===== src/rtl/first_system_sequencer.sv =====
// Stimulus sequencer for first_system: sweeps {in1,in2} = 00..11, holds each for
// SETTLE_CYCLES, captures both outputs. Optional truth-table compare under `SEQ_CHECK_EN.
module first_system_sequencer #(
  parameter int unsigned SETTLE_CYCLES = 4,
  parameter logic [3:0]  EXP_OUT1      = 4'b1000,
  parameter logic [3:0]  EXP_OUT2      = 4'b1110
) (
  input  logic       clk,
  input  logic       rst_n,
  input  logic       start,
  output logic       busy,
  output logic       done,
  output logic       dut_in1,
  output logic       dut_in2,
  input  logic       dut_out1,
  input  logic       dut_out2,
  output logic [3:0] result_out1,
  output logic [3:0] result_out2,
  output logic       err
);

  typedef enum logic [1:0] {
    S_IDLE   = 2'd0,
    S_APPLY  = 2'd1,
    S_SAMPLE = 2'd2,
    S_DONE   = 2'd3
  } state_e;

  localparam logic [7:0] CNT_LAST = 8'(SETTLE_CYCLES - 1);

  state_e      state_q, state_d;
  logic [1:0]  idx_q, idx_d;
  logic [7:0]  cnt_q, cnt_d;
  logic [3:0]  res1_q, res1_d;
  logic [3:0]  res2_q, res2_d;
  logic        err_q, err_d;
  logic        busy_q, busy_d;
  logic        done_q, done_d;
  logic [1:0]  vec_q, vec_d;

  // Next-state, capture and registered-output decode.
  always_comb begin
    state_d = state_q;
    idx_d   = idx_q;
    cnt_d   = cnt_q;
    res1_d  = res1_q;
    res2_d  = res2_q;
    err_d   = err_q;
    busy_d  = 1'b0;
    done_d  = 1'b0;
    vec_d   = 2'b00;

    case (state_q)
      S_IDLE: begin
        if (start) begin
          res1_d  = 4'b0000;
          res2_d  = 4'b0000;
          err_d   = 1'b0;
          idx_d   = 2'd0;
          cnt_d   = 8'd0;
          state_d = S_APPLY;
        end else begin
          state_d = S_IDLE;
        end
      end
      S_APPLY: begin
        if (cnt_q == CNT_LAST) begin
          cnt_d   = 8'd0;
          state_d = S_SAMPLE;
        end else begin
          cnt_d   = cnt_q + 8'd1;
        end
      end
      S_SAMPLE: begin
        res1_d[idx_q] = dut_out1;
        res2_d[idx_q] = dut_out2;
        // The last vector exits to DONE; idx never wraps back to 0.
        if (idx_q == 2'd3) begin
          state_d = S_DONE;
        end else begin
          idx_d   = idx_q + 2'd1;
          state_d = S_APPLY;
        end
      end
      S_DONE: begin
        state_d = S_IDLE;
      end
      default: begin
        state_d = S_IDLE;
      end
    endcase

`ifdef SEQ_CHECK_EN
    // Compare against the final results, including the bit captured on this edge.
    if ((state_q == S_SAMPLE) && (state_d == S_DONE)) begin
      err_d = (res1_d != EXP_OUT1) | (res2_d != EXP_OUT2);
    end else begin
      err_d = err_d;
    end
`else
    err_d = 1'b0;
`endif

    if ((state_d == S_APPLY) || (state_d == S_SAMPLE)) begin
      busy_d = 1'b1;
      vec_d  = idx_d;
    end else begin
      busy_d = 1'b0;
      vec_d  = 2'b00;
    end
    done_d = (state_d == S_DONE);
  end

  // State and output registers with synchronous active-low reset.
  always_ff @(posedge clk) begin
    if (!rst_n) begin
      state_q <= S_IDLE;
      idx_q   <= 2'd0;
      cnt_q   <= 8'd0;
      res1_q  <= 4'b0000;
      res2_q  <= 4'b0000;
      err_q   <= 1'b0;
      busy_q  <= 1'b0;
      done_q  <= 1'b0;
      vec_q   <= 2'b00;
    end else begin
      state_q <= state_d;
      idx_q   <= idx_d;
      cnt_q   <= cnt_d;
      res1_q  <= res1_d;
      res2_q  <= res2_d;
      err_q   <= err_d;
      busy_q  <= busy_d;
      done_q  <= done_d;
      vec_q   <= vec_d;
    end
  end

  assign busy        = busy_q;
  assign done        = done_q;
  assign dut_in1     = vec_q[1];
  assign dut_in2     = vec_q[0];
  assign result_out1 = res1_q;
  assign result_out2 = res2_q;
  assign err         = err_q;

endmodule


===== config.mk =====
export PLATFORM = sky130hd
export DESIGN_NAME = first_system_sequencer
export DESIGN_NICKNAME = d
export VERILOG_FILES = /design/src/rtl/first_system_sequencer.sv
export SDC_FILE = /design/constraint.sdc
export NUM_CORES = 1
export LEC_CHECK = 0
export ABC_AREA = 1
export BUFFER_PORTS_ARGS = -buffer_cell sky130_fd_sc_hd__buf_2
export CORE_MARGIN = 8
export CORE_UTILIZATION = 58
export CTS_CLUSTER_SIZE = 16
export DETAILED_ROUTE_END_ITERATION = 8
export PLACE_DENSITY = 0.91
export SYNTH_ARGS = -nofsm -noshare
export SYNTH_HDL_FRONTEND = slang
export SYNTH_SLANG_ARGS = --single-unit

===== constraint.sdc =====
create_clock -name clk -period 2.2 [get_ports clk]
set_input_delay 0 -clock clk [delete_from_list [all_inputs] [get_ports clk]]
set_output_delay 0 -clock clk [all_outputs]
set_load 0.05 [all_outputs]

# [After elaboration in Yosys (flattened, before gate mapping)]
# Index checks and enable logic that the tools add are counted.
# Widths: inputs -> output; s select.
[word_totals] inputBits=5 reg_bits=24
[classes] add_sub_neg=2 eq_ne=9 mux=18 n_lt_le_gt_ge=2 n_reduce_logical=8
[op_table] op="$mux 8" n=2
[op_table] op="$pmux 4 s2" n=2
[op_table] op="$pmux 8 s2" n=1
[op_table] op="$eq 2x2->1 const B" n=5
[op_table] op="$add 8x1->8 const B" n=1
[op_table] op="$bwmux 4" n=2
[op_table] op="$eq 8x2->1 const B" n=1
[op_table] op="$mux 2" n=4
[op_table] op="$pmux 2 s4" n=1
[op_table] op="$reduce_and 2->1" n=3
[op_table] op="$eq 2x1->1 const B" n=2
[op_table] op="$mux 4" n=1
[op_table] op="$pmux 2 s2" n=1
[op_table] op="$reduce_bool 2->1" n=2
[op_table] op="$lt 2x3->1 const B" n=1
[op_table] op="$mux 1" n=3
[op_table] op="$add 2x1->2 const B" n=1
[op_table] op="$demux 1 s2" n=1
[op_table] op="$ge 2x1->1 const B" n=1
[op_table] op="$logic_not 2->1" n=1
[op_table] op="$ne 2x2->1 const B" n=1
[op_table] op="$logic_and 1x1->1" n=1
[op_table] op="$logic_or 1x1->1" n=1

# [Longest topological paths before layout]
# Gate-level depths: netlist of the first run.
[depth] ltp_word=6 mapped_depth=9

# [Worst setup path after synthesis of the first run]
# Ideal clock, no wire load.
[synth_timing] kind="flip-flop to flip-flop" start="register cnt_q[1]" end="register vec_q[1]" path_stages_with_launch=10 path_buffers=0 t_arrival_ps=1290 setup_ps=117 setup_slack_ps=793 synth_period_minus_slack_ps=1407 t_required_ps=2083 path_cell_list="dfxtp_1 -> ha_1 -> nand2_1 -> nor2_1 -> nand2_1 -> nand2_2 -> nand2_1 -> ha_1 -> nand2_1 -> nor2_1"
[synth_between] elab_chain_len=6
[synth_rtl] item="from (decl)" line="33" source="logic [7:0] cnt_q, cnt_d;"
[synth_rtl] item="from (signal assigned)" line="129" source="cnt_q <= cnt_d;"
[synth_rtl] item="$eq 8x2->1 (*)" line="67" source="if (cnt_q == CNT_LAST) begin"
[synth_rtl] item="$mux 2 (*)" line="67"
[synth_rtl] item="$pmux 2 s4 (*)" line="53" source="case (state_q)"
[synth_rtl] item="net state_d[0]" line="31" source="state_e state_q, state_d;"
[synth_rtl] item="$eq 2x1->1 or $eq 2x2->1 (tied branches)" line="104" source="if ((state_d == S_APPLY) || (state_d == S_SAMPLE)) begin"
[synth_rtl] item="$logic_or 1x1->1 (*)" line="104"
[synth_rtl] item="$reduce_and 2->1 (no line) (*)"
[synth_rtl] item="to (signal assigned)" line="135" source="vec_q <= vec_d;"
[synth_rtl] item="to (decl)" line="39" source="logic [1:0] vec_q, vec_d;"
# The timed path passes the listed nets; every way through them passes the cells marked *.
# A chain may end at the register's enable or synchronous reset.

# [Worst setup path after layout of the first run]
# Same ends and word-level chain as after synthesis.

==> impl_summary.md, run 1 <==
CTS
The number of buffers on the longest clock path is 2. The cell sitting at the root of the clock tree is a sky130_fd_sc_hd__clkbuf_4. TritonCTS built the clock tree. The H-tree depth is 1.

The post-cts resize count is 0. CTS saw 24 sinks. The later pin in the worst-skew pair is clocked with a latency of 0.31 ns. The number of buffers inserted during clock tree synthesis is 3. The number of setup buffers added after CTS is 0. Clock-pin slew was measured on the worst setup and hold paths at 0.12 ns.

Detailed routing
The number of DRC violations after detailed-routing iteration 0 is 25. The count of nets left with antenna violations once routing finished came out at 0. The vias after detailed routing is 977. Summed over all layers, the routed wires come to 2.185 mm. The via density per instance is 4.766.

The number of remaining DRC errors is 0. Dividing the detail-routed wire length by the instance count gives 10.66 µm. For this run, the detailed router's first-pass iteration total came to 4.

STA
The final period demand of the worst path is 1.552 ns. Setup violations remaining at the end of the flow were counted as 0. The final number of hold-violating endpoints is 0.

The summed negative setup slack over all endpoints is 0 ns. Based on the critical path, the design can be clocked at up to 0.6444 GHz. The post-route clock skew is 0.004212 ns. The post-route fraction of the period consumed by the critical path is 70.54%. On the final layout, the worst hold slack is 0.03771 ns.

Setup repair after global routing left no endpoint under its margin. The number of max-slew violations in the final report came to 0.

Setup path
The cell count of the worst reg-to-reg path is 9. Traced cell by cell, the critical path runs through ha_1 > nand2_1 > nor2_1 > nand2_1 > nand2_2 > nand2_1 > ha_1 > nand2_1 > nor2_1. The worst setup path is of the flop to flop kind. For the worst setup path, the data arrival time is 1.76 ns.

The largest single stage delay on the critical path is 0.37 ns. The worst path required time is 2.41 ns. The slowest stage of the critical path is the sky130_fd_sc_hd__dfxtp_1 cell. In this run the worst path has a maximum fanout of 4.

The cell that appears most often on the critical path is sky130_fd_sc_hd__nand2_1. STA classifies the critical path startpoint as a flop. The type of element capturing the critical path is a flop.

Outcome
The flow ran to the end, and the final reports show no timing, DRC or antenna violations.

Logic synthesis
After synthesis the cells add up to 1126 µm². Synthesis instantiated 21 different standard cells from the library. The leading area contributor after synthesis is sky130_fd_sc_hd__dfxtp_1. The proportion of netlist area held by the largest area contributor is 42.67%. Sequential cells were found to cover 42.67% of the synthesized design area.

In the post-synthesis netlist, the biggest area contributors are sky130_fd_sc_hd__dfxtp_1 43%, sky130_fd_sc_hd__nand2_1 14%, sky130_fd_sc_hd__inv_1 7.7%. The synthesized instance count is 160. A synthesized cell averages 7.038 µm². The post-synthesis register bit count is 24. The warning count from the yosys run is 0.

Counting every net in the synthesized netlist gives 167.

Finish
The post-route netlist has 20.79% of its cells at a drive strength greater than 1. In the final design database the tool counted 187 nets. The number of antenna diodes is 0. The filler cell count is 165. The area growth from synthesis to layout is 12.00%.

Pwr
Dividing total power by cell area gives a power density of 555.5 nW/µm². The analysis attributes to cell leakage a power of 0.0005950 µW. The highest ir drop seen on vdd is 364.5 µV.

Placement
Buffers placed on the I/O ports in this run total 16. The placed wire-length estimate is 1.757 mm. The global placement routability congestion is 0.8357.

Floorplanning
The vertical die dimension is 60.06 µm. The die boundary width is 60.06 µm. The initial utilization of the core area, before any placement, comes to 59.21%. The placeable core region is 1902 µm².

The initialized floorplan defines 16 standard-cell rows. Pin placement for this block handled 18 I/O pins. The die covers 3607 µm².

Global route
The number of global-route vias before repair is 972. The initial antenna violation count was 0. Entering global routing, the biggest net connects 16 pins.

The first global-routing pass estimated 3.829 mm of wire. The residual overflow from global routing is 0. Across every metal layer, demand over resource in global routing totals 13.72%.

Min path
Along the worst hold path, the cell count comes to 5. The path class of the tightest hold or removal check is input pin to flop.

Run
The max capacitance violation total is 0.
-- cell type report --
type / instances / area (µm²) / share of cell area, %
Tap cell: 27 / 33.78 / 2.679
Inverter: 27 / 101.3 / 8.036
Sequential cell: 24 / 480.5 / 38.10
Clock buffer: 3 / 22.52 / 1.786
Timing Repair Buffer: 17 / 90.09 / 7.143
Multi-Input combinational cell: 107 / 533.0 / 42.26
-- worst paths after layout --
check	endpoint	start	slack, ns
worst max-delay path	vec_q[1]	cnt_q[1]	0.65
worst min-delay path	result_out1[0]	dut_out1	0.04
worst max register to register	vec_q[1]	cnt_q[1]	0.65
worst min register to register	result_out1[0]	result_out1[0]	0.47
-- routing by layer --
metal | part of all wire [%] | up-vias | track usage [%]
met5 | 0 | - | 0
met2 | 50 | 16 | 24.15
li1 | - | 527 | -
met4 | 2.0 | 0 | 7.143
met1 | 45 | 429 | 15.47
met3 | 2.7 | 5 | 1.935
-- layout by cell type, fill, tap and decap left out --
| master | n |
|---|---|
| sky130_fd_sc_hd__nand2_1 | 43 |
| sky130_fd_sc_hd__dfxtp_1 | 24 |
| sky130_fd_sc_hd__inv_1 | 23 |
| sky130_fd_sc_hd__nor2_1 | 18 |
| sky130_fd_sc_hd__buf_2 | 16 |
| sky130_fd_sc_hd__a21oi_1 | 15 |
| sky130_fd_sc_hd__nand3_1 | 7 |
| sky130_fd_sc_hd__inv_2 | 4 |
| sky130_fd_sc_hd__nor2_2 | 4 |
| sky130_fd_sc_hd__o21ai_2 | 4 |
| sky130_fd_sc_hd__nand2_2 | 3 |
| sky130_fd_sc_hd__clkbuf_4 | 3 |
| sky130_fd_sc_hd__nand2_4 | 2 |
| sky130_fd_sc_hd__nand4_1 | 2 |
| sky130_fd_sc_hd__xor2_1 | 2 |
| sky130_fd_sc_hd__ha_1 | 2 |
| sky130_fd_sc_hd__o21ai_4 | 1 |
| sky130_fd_sc_hd__o211ai_1 | 1 |
| sky130_fd_sc_hd__o21ai_0 | 1 |
| sky130_fd_sc_hd__o21ai_1 | 1 |
| sky130_fd_sc_hd__conb_1 | 1 |
| sky130_fd_sc_hd__dlygate4sd3_1 | 1 |
-- logic make-up (layout without fill, tap and decap cells) --
family / after synthesis / count (layout) / share of synthesized area, %
compound gates: 23 / 23 / 12.78
buf+inv: 29 / 47 / 9.999
simple gates: 79 / 79 / 30.44
xor+xnor: 2 / 2 / 1.556
flops: 24 / 24 / 42.67
other cells: 1 / 1 / 0.3330
fa+ha+maj: 2 / 2 / 2.222
-- synth_stat cells --
cell	instances
sky130_fd_sc_hd__nand2_1	43
sky130_fd_sc_hd__dfxtp_1	24
sky130_fd_sc_hd__inv_1	23
sky130_fd_sc_hd__nor2_1	18
sky130_fd_sc_hd__a21oi_1	15
sky130_fd_sc_hd__nand3_1	7
sky130_fd_sc_hd__inv_2	4
sky130_fd_sc_hd__nor2_2	4
sky130_fd_sc_hd__o21ai_2	4
sky130_fd_sc_hd__nand2_2	3
sky130_fd_sc_hd__ha_1	2
sky130_fd_sc_hd__nand2_4	2
sky130_fd_sc_hd__nand4_1	2
sky130_fd_sc_hd__xor2_1	2
sky130_fd_sc_hd__buf_1	1
sky130_fd_sc_hd__buf_4	1
sky130_fd_sc_hd__conb_1	1
sky130_fd_sc_hd__o211ai_1	1
sky130_fd_sc_hd__o21ai_0	1
sky130_fd_sc_hd__o21ai_1	1
sky130_fd_sc_hd__o21ai_4	1
-- repair_timing --
| action | 4_1_cts | 5_1_grt |
|---|---|---|
| hold endpoints to repair | 3 | 0 |
| setup endpoints to repair | 0 | 0 |
| hold buffers | 1 | 0 |
-- through the flow --
| step | std cells | instance area, µm² | util [%] | power [µW] | worst slack (ns) |
|---|---|---|---|---|---|
| after global placement | 201 | 1229 | 64.61 | 523.4 | 0.7394 |
| after floorplan | 160 | 1126 | - | 511.0 | 0.7925 |
| after detailed placement | 201 | 1229 | 64.61 | 526.2 | 0.6774 |
| after CTS | 205 | 1261 | 66.32 | 707.8 | 0.6487 |
| after global routing | 205 | 1261 | 66.32 | 740.0 | 0.4976 |
| final | 205 | 1261 | 66.32 | 700.6 | 0.6482 |
-- state kept, by name, indices dropped and copies added, names as in the netlist --
name and cells:
cnt_q 8, result_out1 4, result_out2 4, idx_q 2, state_q 2, vec_q 2
busy 1, done 1
-- critical path, delay by kind of cell (launching register included) --
kind | cells | cell delay (ns)
simple gates | 7 | 0.59
fa+ha+maj | 2 | 0.51
flops | 1 | 0.37
-- power by group --
| part | internal [µW] | total [µW] | switching (µW) |
|---|---|---|---|
| registers | 440 | 445 | 4.39 |
| logic | 22.5 | 73.5 | 50.9 |
| clock network | 64.1 | 183 | 118 |
Power figures use the tool's default switching activity.
==> inputs of run 2 (changes only) <==
--- a/config.mk
+++ b/config.mk
@@ -5,13 +5,13 @@
 export SDC_FILE = /design/constraint.sdc
 export NUM_CORES = 1
 export LEC_CHECK = 0
-export ABC_AREA = 1
+export ABC_AREA = 0
 export BUFFER_PORTS_ARGS = -buffer_cell sky130_fd_sc_hd__buf_2
 export CORE_MARGIN = 8
-export CORE_UTILIZATION = 58
+export CORE_UTILIZATION = 49
 export CTS_CLUSTER_SIZE = 16
 export DETAILED_ROUTE_END_ITERATION = 8
-export PLACE_DENSITY = 0.91
+export PLACE_DENSITY = 0.83
 export SYNTH_ARGS = -nofsm -noshare
 export SYNTH_HDL_FRONTEND = slang
 export SYNTH_SLANG_ARGS = --single-unit
==> constraint.sdc (replaced) <==
create_clock -name clk -period 1.4 [get_ports clk]
set_input_delay 0 -clock clk [delete_from_list [all_inputs] [get_ports clk]]
set_output_delay 0 -clock clk [all_outputs]
set_load 0.05 [all_outputs]
==> impl_summary.md, run 2 <==
Detailed routing
The via density per instance is 5.651 (was 4.766). The per-cell routed wire length is 16.54 µm (was 10.66 µm). The final antenna-violating net count is 0 (unchanged). The number of DRC violations after detailed-routing iteration 0 was 69 (was 25). The number of remaining DRC errors is 0 (unchanged). The overall routed net length is 3.175 mm (was 2.185 mm). The number of optimization iterations in the first detailed-route pass came to 4 (unchanged).

The vias after detailed routing was 1085 (was 977).

Logic synthesis
The post-synthesis sequential area ratio was 41.69% (was 42.67%). The synthesized instance count is 131 (was 160). The most frequent cell after synthesis is sky130_fd_sc_hd__dfxtp_1 (was sky130_fd_sc_hd__nand2_1).

The leading area contributor after synthesis is sky130_fd_sc_hd__dfxtp_1 (unchanged). The commonest register cell after synthesis is sky130_fd_sc_hd__dfxtp_1 (unchanged). Ranking of synthesized cells by instance count: 24 x sky130_fd_sc_hd__dfxtp_1, 12 x sky130_fd_sc_hd__nor2b_1, 10 x sky130_fd_sc_hd__nand3_1, 8 x sky130_fd_sc_hd__nand2_1, 8 x sky130_fd_sc_hd__nor2_1 (was 43 x sky130_fd_sc_hd__nand2_1, 24 x sky130_fd_sc_hd__dfxtp_1, 23 x sky130_fd_sc_hd__inv_1, 18 x sky130_fd_sc_hd__nor2_1, 15 x sky130_fd_sc_hd__a21oi_1). The count of distinct cell types in the synthesized netlist is 33 (was 21).

The proportion of netlist area held by the largest area contributor is 41.69% (was 42.67%). The post-synthesis register bit count is 24 (unchanged). The number of enable-type register cells in the synthesized netlist came to 0 (unchanged).

The net count after synthesis is 138 (was 167). Most area-consuming cells after synthesis: sky130_fd_sc_hd__dfxtp_1 42%, sky130_fd_sc_hd__nor2b_1 6.5%, sky130_fd_sc_hd__nand4b_1 4.6% (was sky130_fd_sc_hd__dfxtp_1 43%, sky130_fd_sc_hd__nand2_1 14%, sky130_fd_sc_hd__inv_1 7.7%). The warning count from the yosys run is 0 (unchanged). The fraction of registers with async set/reset came to 0% (unchanged). The cell area after synthesis is 1152 µm² (was 1126 µm²). The post-synthesis area per instance is 8.797 µm² (was 7.038 µm²).

Floorplanning
The number of top-level pins was 18 (unchanged). The initial core utilization is 52.09% (was 59.21%). The area of the die is 4160 µm² (was 3607 µm²). The vertical die dimension is 64.50 µm (was 60.06 µm). The number of cell rows is 17 (was 16). The placeable core region was 2212 µm² (was 1902 µm²). The die boundary width is 64.50 µm (was 60.06 µm).

Pwr
The highest ir drop seen on vdd is 590.7 µV (was 364.5 µV). The internal power of the cells was 919.3 µW (was 526.9 µW). The ratio of total power to cell area is 810.3 nW/µm² (was 555.5 nW/µm²). The logic gate share of total power came to 13.0% (was 10.5%). The leakage component of the power was 0.0006436 µW (was 0.0005950 µW). The power dissipated by switching net loads is 317.6 µW (was 173.8 µW). The switching power share of the total is 25.68% (was 24.80%). The part of the power in registers came to 56.9% (was 63.5%).

The share of power burned in the clock network is 30.1% (was 26.0%). The total power of the final layout is 1237 µW (was 700.6 µW).

Global route
The initial antenna violation count was 0 (unchanged). The overall routing resource usage was 14.00% (was 13.72%). The number of global-route vias before repair is 1112 (was 972). The largest net degree at the start of global routing is 29 (was 16). The global routing usage on met3 was 3.780% (was 1.935%).

The fraction of met1 tracks used by global routing was 16.90% (was 15.47%). The wire length of the first global-routing pass is 4.905 mm (was 3.829 mm). The busiest layer in global routing is met2 (unchanged).

The residual overflow from global routing is 0 (unchanged). The met2 usage in global routing is 23.85% (was 24.15%).

Setup path
The worst path required time came to 1.63 ns (was 2.41 ns). The launching point of the worst reg2reg path is cnt_q[3] (was cnt_q[1]). The type of element capturing the critical path was a flop (unchanged). The type of element launching the critical path is a flop (unchanged).

The arrival time of the worst setup path is 1.80 ns (was 1.76 ns). The type of the worst setup path is flop to flop (unchanged). The highest fanout seen on the critical path is 2 (was 4). The beginning of the critical path is cnt_q[3] (was cnt_q[1]).

STA
The final number of setup-violating endpoints was 3 (was 0). The post-route clock skew came to 0.001537 ns (was 0.004212 ns). The achievable frequency is 0.6380 GHz (was 0.6444 GHz). The final number of hold-violating endpoints came to 0 (unchanged). The post-route fraction of the period consumed by the critical path is 111.9% (was 70.54%). The final period demand of the worst path is 1.567 ns (was 1.552 ns).

The number of max-slew violations in the final report is 0 (unchanged). The summed negative setup slack over all endpoints is -0.2582 ns (was 0 ns). Setup repair after global routing missed its margin: true (was false).

The final setup slack of the worst path is -0.1673 ns (was 0.6482 ns).

Placement
The number of buffer cells added on primary ports is 16 (unchanged). The global placement routability congestion is 0.8277 (was 0.8357). The placed wire-length estimate is 2.099 mm (was 1.757 mm). The worst setup slack before clock tree synthesis is -0.1586 ns (was 0.6774 ns).

Finish
The register ranked first by flip-flop count is cnt_q (unchanged). The share of final-layout standard cells stronger than drive strength 1 is 39.02% (was 20.79%). The flip-flop count of the largest register after layout is 8 (unchanged).

The area growth from synthesis to layout is 32.46% (was 12.00%). The number of antenna diodes is 0 (unchanged). The most common cell after layout, fill and taps aside is sky130_fd_sc_hd__buf_4 (was sky130_fd_sc_hd__nand2_1). Commonest cells after routing, fill and taps aside: 23 x sky130_fd_sc_hd__buf_4, 20 x sky130_fd_sc_hd__dfxtp_1, 16 x sky130_fd_sc_hd__buf_2 (was 43 x sky130_fd_sc_hd__nand2_1, 24 x sky130_fd_sc_hd__dfxtp_1, 23 x sky130_fd_sc_hd__inv_1). The filler cell count is 164 (was 165). The layout net count was 172 (was 187).

CTS
The number of buffers inserted during clock tree synthesis is 3 (unchanged). The number of buffers on the longest clock path is 2 (unchanged). The number of buffers inserted by hold repair at cts is 0 (was 1).

The CTS tree is yes (unchanged). The worst-skew pair later-pin latency is 0.31 ns (about the same). The clock-pin transition on the worst setup and hold timing paths was 0.14 ns (was 0.12 ns). The clock tree root driver cell is sky130_fd_sc_hd__clkbuf_4 (unchanged).

The H-tree depth is 1 (unchanged). The number of clock sinks seen by CTS is 24 (unchanged).

Min path
The worst min-delay path category is input pin to flop (unchanged). The startpoint of the tightest hold check path is dut_out2 (was dut_out1).

Outcome
Result of the run: complete, but fails checks (was finished clean). The checks that failed: setup timing.

Run
The max capacitance violation total is 0 (unchanged).
run 2: cell types whose count changed in the layout (fill, tap and decap cells not counted), sizes merged, moves of 4 or more:
cell / previous run / this run
a21o: 0 / 4
a21oi: 15 / 2
a32oi: 0 / 4
and2: 0 / 7
buf: 16 / 39
inv: 27 / 1
nand2: 48 / 8
nand2b: 0 / 5
nand4b: 0 / 6
nor2: 22 / 8
nor2b: 0 / 13
o21ai: 7 / 3
run 2: per-stage QoR:
step / hold slack (ns) / std cells / instance area [µm²] / utilization, %
floorplan: 0.1832 / 131 / 1191 / -
global route: 0.02876 / 192 / 1526 / 69.00
CTS: 0.006182 / 191 / 1479 / 66.86
finish: 0.01832 / 192 / 1526 / 69.00
global placement: 0.3384 / 186 / 1406 / 63.57
detailed placement: 0.3383 / 186 / 1406 / 63.57
run 2: path summary, 6_finish.rpt:
check / endpoint / slack [ns] / cells after the start
hold / removal: result_out2[3] / 0.02 / 3
setup reg to reg: vec_q[1] / -0.17 / 6
setup / recovery: vec_q[1] / -0.17 / 6
hold reg to reg: result_out1[1] / 0.54 / 2
run 2: cell families (layout without fill, tap and decap cells):
| family | after synthesis | count (layout) | synth area share, % |
|---|---|---|---|
| AOI/OAI and AO/OA | 26 | 26 | 16.50 |
| adders and majority gates | 2 | 2 | 2.171 |
| buffers and inverters | 11 | 44 | 4.886 |
| DFF | 24 | 24 | 41.69 |
| other | 1 | 1 | 0.3254 |
| and+or+nand+nor | 67 | 67 | 34.42 |
run 2: what timing repair did:
action / CTS / global route
setup endpoints to repair: 5 / 16
gates cloned: 0 / 0
resized for setup: 5 / 9
buffers inserted: 1 / 1
pin swaps: 0 / 1
run 2: metal layers:
metal	wire (µm)	part of all wire [%]
met2	1542	49
met4	74	2.3
met5	0	0
met1	1373	43
met3	183	5.8
run 2: critical path, stage by stage, from the launching register on:
cell	delay (ns)
sky130_fd_sc_hd__dfxtp_1	0.35
sky130_fd_sc_hd__nor3_2	0.29
sky130_fd_sc_hd__a31oi_2	0.16
sky130_fd_sc_hd__nand2b_4	0.18
sky130_fd_sc_hd__ha_4	0.25
sky130_fd_sc_hd__and2_4	0.13
sky130_fd_sc_hd__and2_4	0.12
run 2: power groups by stage:
stage	combinational (µW)	clock (µW)	sequential, µW
floorplan	85.2	0	723
global placement	127	0	717
detailed placement	131	0	718
CTS	148	370	702
global route	172	400	705
finish	161	373	703
run 2: cell type report:
cell class	count	area [µm²]	area share [%]
Sequential cell	24	488.0	31.97
Timing Repair Buffer	39	252.7	16.56
Clock buffer	4	36.28	2.377
Multi-Input combinational cell	96	710.7	46.56
Tap cell	28	35.03	2.295
Inverter	1	3.754	0.2459
==> inputs of run 3 (changes only) <==
--- a/config.mk
+++ b/config.mk
@@ -8,10 +8,11 @@
 export ABC_AREA = 0
 export BUFFER_PORTS_ARGS = -buffer_cell sky130_fd_sc_hd__buf_2
 export CORE_MARGIN = 8
-export CORE_UTILIZATION = 49
+export CORE_UTILIZATION = 58
 export CTS_CLUSTER_SIZE = 16
 export DETAILED_ROUTE_END_ITERATION = 8
-export PLACE_DENSITY = 0.83
+export PLACE_DENSITY = 0.91
+export SETUP_SLACK_MARGIN = 0.15
 export SYNTH_ARGS = -nofsm -noshare
 export SYNTH_HDL_FRONTEND = slang
 export SYNTH_SLANG_ARGS = --single-unit
==> constraint.sdc (replaced) <==
create_clock -name clk -period 1.84 [get_ports clk]
set_input_delay 0 -clock clk [delete_from_list [all_inputs] [get_ports clk]]
set_output_delay 0 -clock clk [all_outputs]
set_load 0.05 [all_outputs]
==> impl_summary.md, run 3 (synthesized netlist as in run 2, its figures left out) <==
Pwr
The highest ir drop seen on vdd is 519.8 µV (was 590.7 µV). The power dissipated by switching net loads was 233.2 µW (was 317.6 µW). The total power of the final layout is 922.9 µW (was 1237 µW). The internal power of the cells is 689.7 µW (was 919.3 µW). The share of power burned in the clock network was 30.5% (was 30.1%). The logic gate share of total power is 11.3% (was 13.0%).

The part of the power in registers is 58.1% (was 56.9%). The ratio of total power to cell area came to 665.7 nW/µm² (was 810.3 nW/µm²). The leakage component of the power is 0.0005662 µW (was 0.0006436 µW). The switching power share of the total is 25.27% (was 25.68%).

Detailed routing
The vias after detailed routing came to 1026 (was 1085). The final antenna-violating net count is 0 (unchanged). The number of remaining DRC errors is 0 (unchanged). The number of DRC violations after detailed-routing iteration 0 was 39 (was 69). The via density per instance is 5.830 (was 5.651). The number of optimization iterations in the first detailed-route pass is 5 (was 4). The per-cell routed wire length is 16.00 µm (was 16.54 µm). The overall routed net length was 2.816 mm (was 3.175 mm).

Setup path
The maximum single-stage delay on the critical path was 0.39 ns (was 0.35 ns). The worst reg-to-reg setup slack is 0.26 ns (was -0.17 ns). The type of element capturing the critical path is a flop (unchanged). The cell count of the worst reg-to-reg path was 7 (was 6).

The type of the worst setup path is flop to flop (unchanged). The cell at the slowest stage of the critical path is sky130_fd_sc_hd__dfxtp_2 (was sky130_fd_sc_hd__dfxtp_1). Critical path, cell by cell: ha_4 > nor2b_4 > nand3_2 > o21bai_2 > ha_4 > and2_1 > and2_1 (was nor3_2 > a31oi_2 > nand2b_4 > ha_4 > and2_4 > and2_4).

The launching point of the worst reg2reg path is cnt_q[0] (was cnt_q[3]). The arrival time of the worst setup path was 1.81 ns (was 1.80 ns). The reg-to-reg endpoint is vec_q[1] (unchanged). The highest fanout seen on the critical path is 3 (was 2). The worst path required time is 2.07 ns (was 1.63 ns). The type of element launching the critical path is a flop (unchanged).

CTS
The number of buffers inserted during clock tree synthesis is 3 (unchanged). The CTS tree is yes (unchanged). The number of clock sinks seen by CTS is 24 (unchanged).

The clock-pin transition on the worst setup and hold timing paths is 0.13 ns (was 0.14 ns). The number of buffers on the longest clock path came to 2 (unchanged). The clock tree root driver cell was sky130_fd_sc_hd__clkbuf_4 (unchanged). The number of buffers inserted by hold repair at cts is 0 (unchanged).

The worst-skew pair later-pin latency is 0.33 ns (was 0.31 ns). The H-tree depth is 1 (unchanged).

Floorplanning
The initial core utilization was 59.96% (was 52.09%). The number of top-level pins came to 18 (unchanged). The die boundary width is 60.58 µm (was 64.50 µm).

The placeable core region is 1922 µm² (was 2212 µm²). The number of cell rows is 16 (was 17). The vertical die dimension is 60.58 µm (was 64.50 µm).

The area of the die is 3669 µm² (was 4160 µm²).

Placement
The post-placement cell count is 169 (was 186). The number of buffer cells added on primary ports is 16 (unchanged). The placed wire-length estimate is 1.902 mm (was 2.099 mm). The global placement routability congestion is 0.8609 (was 0.8277). The area after detailed placement is 1251 µm² (was 1406 µm²).

STA
The achievable frequency is 0.6312 GHz (was 0.6380 GHz). The final number of setup-violating endpoints came to 0 (was 3). The post-route clock skew was 0.01263 ns (was 0.001537 ns). The number of max-slew violations in the final report came to 0 (unchanged).

The post-route fraction of the period consumed by the critical path came to 86.10% (was 111.9%). The final period demand of the worst path is 1.584 ns (was 1.567 ns). The worst hold-check slack is 0.01908 ns (was 0.01832 ns).

The final number of hold-violating endpoints is 0 (unchanged). Setup repair after global routing missed its margin: false (was true). The summed negative setup slack over all endpoints is 0 ns (was -0.2582 ns).

Run
The max capacitance violation total is 0 (unchanged).

Global route
The largest net degree at the start of global routing is 29 (unchanged). The overall routing resource usage is 16.18% (was 14.00%). The initial antenna violation count is 0 (unchanged). The number of global-route vias before repair was 946 (was 1112). The residual overflow from global routing is 0 (unchanged). The wire length of the first global-routing pass is 4.485 mm (was 4.905 mm).

Outcome
Result of the run: finished clean (was complete, but fails checks).

Min path
The startpoint of the tightest hold check path is dut_out2 (unchanged). The worst min-delay path category is input pin to flop (unchanged). The end point of the most critical hold path is result_out2[3] (unchanged). The number of instances on the worst hold path was 3 (unchanged).

Finish
The layout net count is 157 (was 172). The share of final-layout standard cells stronger than drive strength 1 came to 29.53% (was 39.02%). The register ranked first by flip-flop count is cnt_q (unchanged). The number of antenna diodes is 0 (unchanged). The number of non-filler instances in the completed layout is 176 (was 192). The area growth from synthesis to layout was 20.30% (was 32.46%). The flip-flop count of the largest register after layout is 8 (unchanged). The filler cell count was 157 (was 164).

The final instance area was 1386 µm² (was 1526 µm²). Commonest cells after routing, fill and taps aside: 20 x sky130_fd_sc_hd__dfxtp_1, 16 x sky130_fd_sc_hd__buf_2, 11 x sky130_fd_sc_hd__nor2b_1 (was 23 x sky130_fd_sc_hd__buf_4, 20 x sky130_fd_sc_hd__dfxtp_1, 16 x sky130_fd_sc_hd__buf_2). The most common cell after layout, fill and taps aside is sky130_fd_sc_hd__dfxtp_1 (was sky130_fd_sc_hd__buf_4).
-- run 3: changes by cell type in the layout (fill, tap and decap cells not counted), sizes merged --
cell / previous run / this run
buf: 39 / 24
-- run 3: worst max-delay path by stage --
stage / start / end / slack [ns] / cells after the start
3_5_place_dp: cnt_q[0] / vec_q[1] / 0.11 / 7
2_1_floorplan: state_q[1] / vec_q[1] / 0.21 / 7
5_1_grt: state_q[1] / vec_q[1] / 0.18 / 6
4_1_cts: state_q[0] / vec_q[1] / 0.15 / 6
6_report: cnt_q[0] / vec_q[1] / 0.26 / 7
3_3_place_gp: cnt_q[0] / vec_q[1] / 0.18 / 7
-- run 3: power by group through the flow --
stage | logic, µW | registers (µW) | clock network [µW]
after global placement | 82.4 | 545 | 0
after CTS | 87.4 | 535 | 275
after global routing | 113 | 538 | 307
after detailed placement | 86.4 | 546 | 0
final | 105 | 537 | 282
after floorplan | 63.2 | 549 | 0
-- run 3: layer usage --
metal / wire length, µm / track usage, %
met5: 0 / 0
met4: 63 / 8.306
met3: 213 / 3.178
met2: 1416 / 27.00
met1: 1122 / 19.07
-- run 3: what timing repair did --
action                     4_1_cts  5_1_grt
setup endpoints to repair        1        1
gates resized for setup          4       12
pin swaps                        0        3
buffers inserted                 0        3
-- run 3: worst max-delay path, delay by kind of cell, from the launching register on --
family / cells / cell delay [ns]
adder cells (fa/ha/maj): 2 / 0.37
flip-flops: 1 / 0.39
AND/OR/NAND/NOR: 4 / 0.52
AO/OA/AOI/OAI: 1 / 0.21
-- run 3: area by class of cell --
cell class | instances | area (µm²) | area share (%)
tap | 27 | 33.78 | 2.437
clock buffer | 4 | 36.28 | 2.617
sequential | 24 | 485.5 | 35.02
inverter | 1 | 3.754 | 0.2708
timing repair buffer | 24 | 140.1 | 10.11
multi-input combinational | 96 | 686.9 | 49.55
-- run 3: metrics by stage --
step	worst slack [ns]	util (%)
after global placement	0.1833	65.10
after CTS	0.1546	67.38
after detailed placement	0.1149	65.10
after global routing	0.1836	72.14
final	0.2558	72.14
after floorplan	0.2142	-
